### config.mk
export PLATFORM = sky130hd
export DESIGN_NAME = fwd_hazard_scoreboard
export DESIGN_NICKNAME = d
export VERILOG_FILES = /design/src/rtl/fwd_hazard_scoreboard.sv
export SDC_FILE = /design/constraint.sdc
export NUM_CORES = 1
export LEC_CHECK = 0
export BUFFER_PORTS_ARGS = -buffer_cell sky130_fd_sc_hd__buf_4
export CAP_MARGIN = 0
export CORE_ASPECT_RATIO = 1.2
export CORE_MARGIN = 2
export CORE_UTILIZATION = 49
export CTS_CLUSTER_DIAMETER = 150
export DETAILED_ROUTE_END_ITERATION = 6
export GPL_ROUTABILITY_DRIVEN = 0
export PLACE_DENSITY = 0.72
export SLEW_MARGIN = 20
export SYNTH_ARGS = -nofsm -noshare
export SYNTH_HDL_FRONTEND = slang
export SYNTH_SLANG_ARGS = --single-unit
### constraint.sdc
create_clock -name clk -period 2.98 [get_ports clk]
set_input_delay 0.596 -clock clk [delete_from_list [all_inputs] [get_ports clk]]
set_output_delay 0.596 -clock clk [all_outputs]
set_load 0.005 [all_outputs]
### src/rtl/fwd_hazard_scoreboard.sv
// ---------------------------------------------------------------------------
// fwd_hazard_scoreboard
//
// Decode-stage forwarding and hazard unit. Tracks the destination registers
// of the NSTAGES instructions that have left ID in a shadow pipeline
// (entry 0 = EX, 1 = MEM, 2 = WB). For every read port it picks a bypass
// source, or raises stall_d when the youngest matching producer has not
// produced its result yet.
//
// Optional build macro: FWD_STATS_EN adds two saturating 16-bit statistics
// counters (stall cycles, forwarded issues).
//
// Ports:
//   clk, rst_n        clock (rising edge), asynchronous active-low reset
//   issue_valid       instruction present in ID
//   issue_we          that instruction writes a register
//   issue_waddr       its destination register
//   issue_rdy_stage   first stage index whose output carries the result
//   rd_addr           source addresses, port p at [p*AW +: AW]
//   rd_used           port p is actually read
//   flush             squash the ID instruction
//   stall_ext         freeze the whole pipeline
//   fw_sel            per port: 0 = register file, k = forward from stage k-1
//   stall_d           hold IF/ID, insert a bubble into EX
//   issue_accept      ID instruction enters the shadow pipeline this cycle
//   stat_stall_cnt    (FWD_STATS_EN) cycles with stall_d & !stall_ext
//   stat_fwd_cnt      (FWD_STATS_EN) accepted issues using any forward
//
// Handshake: issue_valid is the offer from ID; issue_accept is the
// acknowledgement. An instruction is captured into entry 0 on the clock edge
// of the cycle in which issue_accept is high, and only then.
// ---------------------------------------------------------------------------
module fwd_hazard_scoreboard #(
    parameter int NPORTS  = 2,
    parameter int NSTAGES = 3,
    parameter int AW      = 5,
    parameter int RSW     = 2,
    parameter int SELW    = 2
) (
    input  logic                   clk,
    input  logic                   rst_n,
    input  logic                   issue_valid,
    input  logic                   issue_we,
    input  logic [AW-1:0]          issue_waddr,
    input  logic [RSW-1:0]         issue_rdy_stage,
    input  logic [NPORTS*AW-1:0]   rd_addr,
    input  logic [NPORTS-1:0]      rd_used,
    input  logic                   flush,
    input  logic                   stall_ext,
    output logic [NPORTS*SELW-1:0] fw_sel,
    output logic                   stall_d,
    output logic                   issue_accept
`ifdef FWD_STATS_EN
    ,
    output logic [15:0]            stat_stall_cnt,
    output logic [15:0]            stat_fwd_cnt
`endif
);

    // Shadow pipeline entries
    logic [NSTAGES-1:0] entVld;
    logic [NSTAGES-1:0] entWe;
    logic [AW-1:0]      entAddr [NSTAGES];
    logic [RSW-1:0]     entRdy  [NSTAGES];

    // Low during reset and for the first cycle after release, so nothing is
    // accepted until the pipeline around us has come out of reset as well.
    logic rstDone;

    logic [NPORTS-1:0] portHazard;

    // -----------------------------------------------------------------------
    // Match / select. Stages are scanned oldest to youngest so the youngest
    // matching producer overwrites any older one.
    // -----------------------------------------------------------------------
    always_comb begin
        logic            hit;
        logic            fwdOk;
        logic [SELW-1:0] sel;
        fw_sel     = '0;
        portHazard = '0;
        for (int p = 0; p < NPORTS; p++) begin
            hit   = 1'b0;
            fwdOk = 1'b0;
            sel   = '0;
            for (int i = NSTAGES - 1; i >= 0; i--) begin
                if (entVld[i] && entWe[i] && (entAddr[i] != '0) &&
                    (entAddr[i] == rd_addr[p*AW +: AW]) && rd_used[p]) begin
                    hit   = 1'b1;
                    // Result exists once the producer sits at or beyond its
                    // ready stage; rdy >= NSTAGES therefore never forwards.
                    fwdOk = (i >= int'(entRdy[i]));
                    sel   = SELW'(i + 1);
                end
            end
            if (hit && fwdOk) begin
                fw_sel[p*SELW +: SELW] = sel;
            end else if (hit) begin
                portHazard[p] = 1'b1;
            end
        end
    end

    assign stall_d      = |portHazard;
    assign issue_accept = rstDone & issue_valid & ~stall_d & ~stall_ext & ~flush;

    // -----------------------------------------------------------------------
    // Shadow pipeline. stall_ext freezes everything; otherwise the entries
    // shift one stage and entry 0 takes the accepted instruction or a bubble.
    // -----------------------------------------------------------------------
    always_ff @(posedge clk or negedge rst_n) begin
        if (!rst_n) begin
            rstDone <= 1'b0;
            entVld  <= '0;
            entWe   <= '0;
            for (int i = 0; i < NSTAGES; i++) begin
                entAddr[i] <= '0;
                entRdy[i]  <= '0;
            end
        end else begin
            rstDone <= 1'b1;
            if (!stall_ext) begin
                for (int i = NSTAGES - 1; i >= 1; i--) begin
                    entVld[i]  <= entVld[i-1];
                    entWe[i]   <= entWe[i-1];
                    entAddr[i] <= entAddr[i-1];
                    entRdy[i]  <= entRdy[i-1];
                end
                // Payload is loaded unconditionally; vld alone marks a bubble.
                entVld[0]  <= issue_accept;
                entWe[0]   <= issue_we;
                entAddr[0] <= issue_waddr;
                entRdy[0]  <= issue_rdy_stage;
            end
        end
    end

`ifdef FWD_STATS_EN
    // -----------------------------------------------------------------------
    // Saturating statistics counters
    // -----------------------------------------------------------------------
    always_ff @(posedge clk or negedge rst_n) begin
        if (!rst_n) begin
            stat_stall_cnt <= '0;
            stat_fwd_cnt   <= '0;
        end else begin
            if (stall_d && !stall_ext && (stat_stall_cnt != 16'hFFFF)) begin
                stat_stall_cnt <= stat_stall_cnt + 16'd1;
            end
            if (issue_accept && (|fw_sel) && (stat_fwd_cnt != 16'hFFFF)) begin
                stat_fwd_cnt <= stat_fwd_cnt + 16'd1;
            end
        end
    end
`endif

endmodule
==> summary.md <==
| Metric | Value |
|---|---|
| Status | complete, but fails checks |
| Root Driver | clkbuf_4 |
| Area growth, synth to finish | 26.7% |
| WL per Instance | 17.2 um |
| Hold Fails Final Rpt | 0 |
| Num CTS Buffers | 3 |
| Fin crit share | 1.01 |
| Synth Flop Type | dfrtp_1 |
| TritonCTS clock tree | done |
| Die width | 56.7 um |
| Final Setup Violations | 1 |
| Type of the worst setup path | flop to output port |
| ANT nets after route | 0 |
| Number of enable flip-flop cells after synthesis | 0 |
| Final #Nets | 208 |
| Crit-path max FO | 5 |
| Min-delay worst type | input port to async pin |
| Finished Core Util | 0.664 |
| Vias in the first global route | 1328 |
| Syn Std Cell Area | 0.00163 sq mm |
| First-pass GRT wire length | 6040 um |
| Synth Area per Inst | 11.7 sq um |
| # DRC | 0 |
| Largest cells by area after synthesis | dfrtp_1 (43%), mux2_2 (18%), xnor2_1 (11%) |
| # diodes | 0 |
| Die Span Y | 67.2 um |
| Worst Setup End Kind | output port |
| Number of synthesized register bits | 28 |
| Synth async-reset ratio | 1.00 |
| Die Area | 0.00381 sq mm |
| Initial DRT Pass Iterations | 4 |
| Synth cell types | 30 |
| Synth top area share | 0.430 |
| Failing checks | negative setup slack |
| Via density | 6.00 |
| DR iter-0 viols | 49 |
| CTS clk-pin slew, worst paths | 0.13 ns |
| Layout cell share with drive strength beyond 1 | 0.541 |
| Max cap viols | 0 |
| CTS max path bufs | 2 |
| Area leader, netlist | dfrtp_1 |
| Pin count of the biggest net entering global routing | 30 |
| RSZ-0062 raised after global routing | yes |
| Final-report max-slew violation count | 0 |
| Syn Nets | 164 |
| IO buf count | 30 |
| DR vias | 1303 |
| YS warnings | 0 |
| Highest Clock Rate | 332 MHz |
| Row count | 22 |
| Power Density | 437 mW/mm^2 |
| FILL cells | 245 |
| Startpoint class of the critical path | flop |
| Worst path arrival time | 2.41 ns |
| CTS Hold Bufs | 0 |
| Crit path required time | 2.38 ns |
| DP HPWL | 2710 um |
| Seq/Total Area, Yosys | 0.430 |
| Area after DPL | 0.00189 sq mm |
| Fin worst setup slack | -0.0281 ns |
| Overflow left after global routing | 0 |
| Tmin final | 3.01 ns |
| CTS HTree Levels | 1 |
| Worst Skew | 0.00154 ns |
| Design Power | 903 uW |
| DRT Wirelength | 3740 um |
| Worst IR Drop VDD | 0.357 mV |
| LEAKAGE | 0.000832 uW |
| Initial antenna violation count | 0 |
| Post-Synthesis Cells | 139 |
| GRT Overall Usage | 0.206 |
| Clock sinks | 28 |
| Core area | 0.00311 sq mm |
| Starting density of the core | 0.524 |
| IO Count | 31 |
| Clock Latency Late Sink | 0.31 ns |
| Design area | 0.00207 sq mm |
[metrics by stage]
step / TNS, ns / hold WS [ns] / setup WS (ns) / cells
3_3_place_gp: 0 / 0.483 / 0.0857 / 202
3_5_place_dp: 0 / 0.494 / 0.00576 / 202
2_1_floorplan: 0 / 0.300 / 0.410 / 139
6_report: -0.0281 / 0.166 / -0.0281 / 217
5_1_grt: -0.154 / 0.165 / -0.152 / 217
4_1_cts: -0.0174 / 0.170 / -0.0174 / 216
[layout make-up]
type / instances / area (sq um) / area share
multi-input combinational: 108 / 968 / 0.469
sequential: 28 / 711 / 0.344
timing repair buffer: 42 / 319 / 0.154
tap: 36 / 45.0 / 0.0218
clock buffer: 3 / 22.5 / 0.0109
[kinds of logic (layout without fill, tap and decap cells)]
| group | count (synthesis) | count (layout) | share of synthesized area |
|---|---|---|---|
| and+or+nand+nor | 40 | 40 | 0.155 |
| xor gates and xnor gates | 30 | 30 | 0.161 |
| DFF | 28 | 28 | 0.430 |
| muxes | 26 | 26 | 0.180 |
| AOI/OAI and AO/OA | 11 | 11 | 0.0652 |
| buffers and inverters | 3 | 45 | 0.00691 |
| other | 1 | 1 | 0.00230 |
[where the power goes]
group          internal [uW]  switching, uW
Combinational            149            108
Sequential               435           66.5
Clock                   47.3           97.3
Total                    631            272
[cells in the mapped netlist (2+ instances only)]
library cell	instances
nor2_2	2
or4_1	2
or4_4	3
o21bai_1	2
nor2_1	2
xnor2_1	20
nor4_1	7
nand4_1	7
nor3_1	2
nand3_1	3
dfrtp_1	28
nand2_1	5
a21oi_1	2
or2_2	2
clkbuf_1	2
mux2_2	26
xor2_1	10
nand3b_1	2
[repair_timing]
| item | 4_1_cts | 5_1_grt |
|---|---|---|
| setup buffers | 11 | 2 |
| endpoints found under the setup margin | 1 | 2 |
| pin swaps | 14 | 2 |
| resized for setup | 12 | 6 |
[path summary, 6_finish.rpt]
| kind | startpoint | end | slack (ns) | cells past startpoint |
|---|---|---|---|---|
| max reg2reg | entAddr[8]$_DFFE_PN0N_ | entVld[0]$_DFFE_PN0N_ | 0.65 | 8 |
| min | rst_n | entRdy[3]$_DFFE_PN0N_ | 0.17 | 1 |
| min in group clk | flush | entVld[0]$_DFFE_PN0N_ | 0.46 | 2 |
| max in group asynchronous | rst_n | entAddr[9]$_DFFE_PN0N_ | 2.54 | 1 |
| max | entAddr[8]$_DFFE_PN0N_ | issue_accept | -0.03 | 7 |
| min reg2reg | entRdy[2]$_DFFE_PN0N_ | entRdy[2]$_DFFE_PN0N_ | 0.52 | 1 |
[worst max-delay path: stages, from the launching register on]
cell      delay (ns)
dfrtp_2         0.49
xnor2_2         0.17
nand4_1         0.12
or4_4           0.47
a311oi_2        0.31
o22ai_2         0.14
nor4_2          0.26
buf_4           0.14
[routing by layer]
layer  global-route usage  up-vias  routed length, um
li1                     -      602                  -
met4                0.107        0                148
met2                0.360       55               1770
met3               0.0134       17                162
met5                    0        -                  0
met1                0.258      629               1660
[state kept, by name, summed over array words and instances, names as in the netlist]
signal,flops
entVld,3
rstDone,1
entAddr,15
entRdy,6
entWe,3
[cells in the final DEF (no fill, tap or decap), types with 2 or more instances in the layout]
master / instances
buf_4: 41
mux2_2: 26
dfrtp_1: 20
xnor2_1: 18
xor2_1: 10
dfrtp_2: 8
nand4_1: 7
nor4_1: 5
nand2_1: 5
or4_4: 4
nand3_1: 3
clkbuf_4: 3
nor2_4: 2
nor3_1: 2
nand3b_1: 2
a21oi_1: 2
or2_2: 2
o21bai_1: 2
xnor2_2: 2
nor4_2: 2
Power figures use the tool's default switching activity.
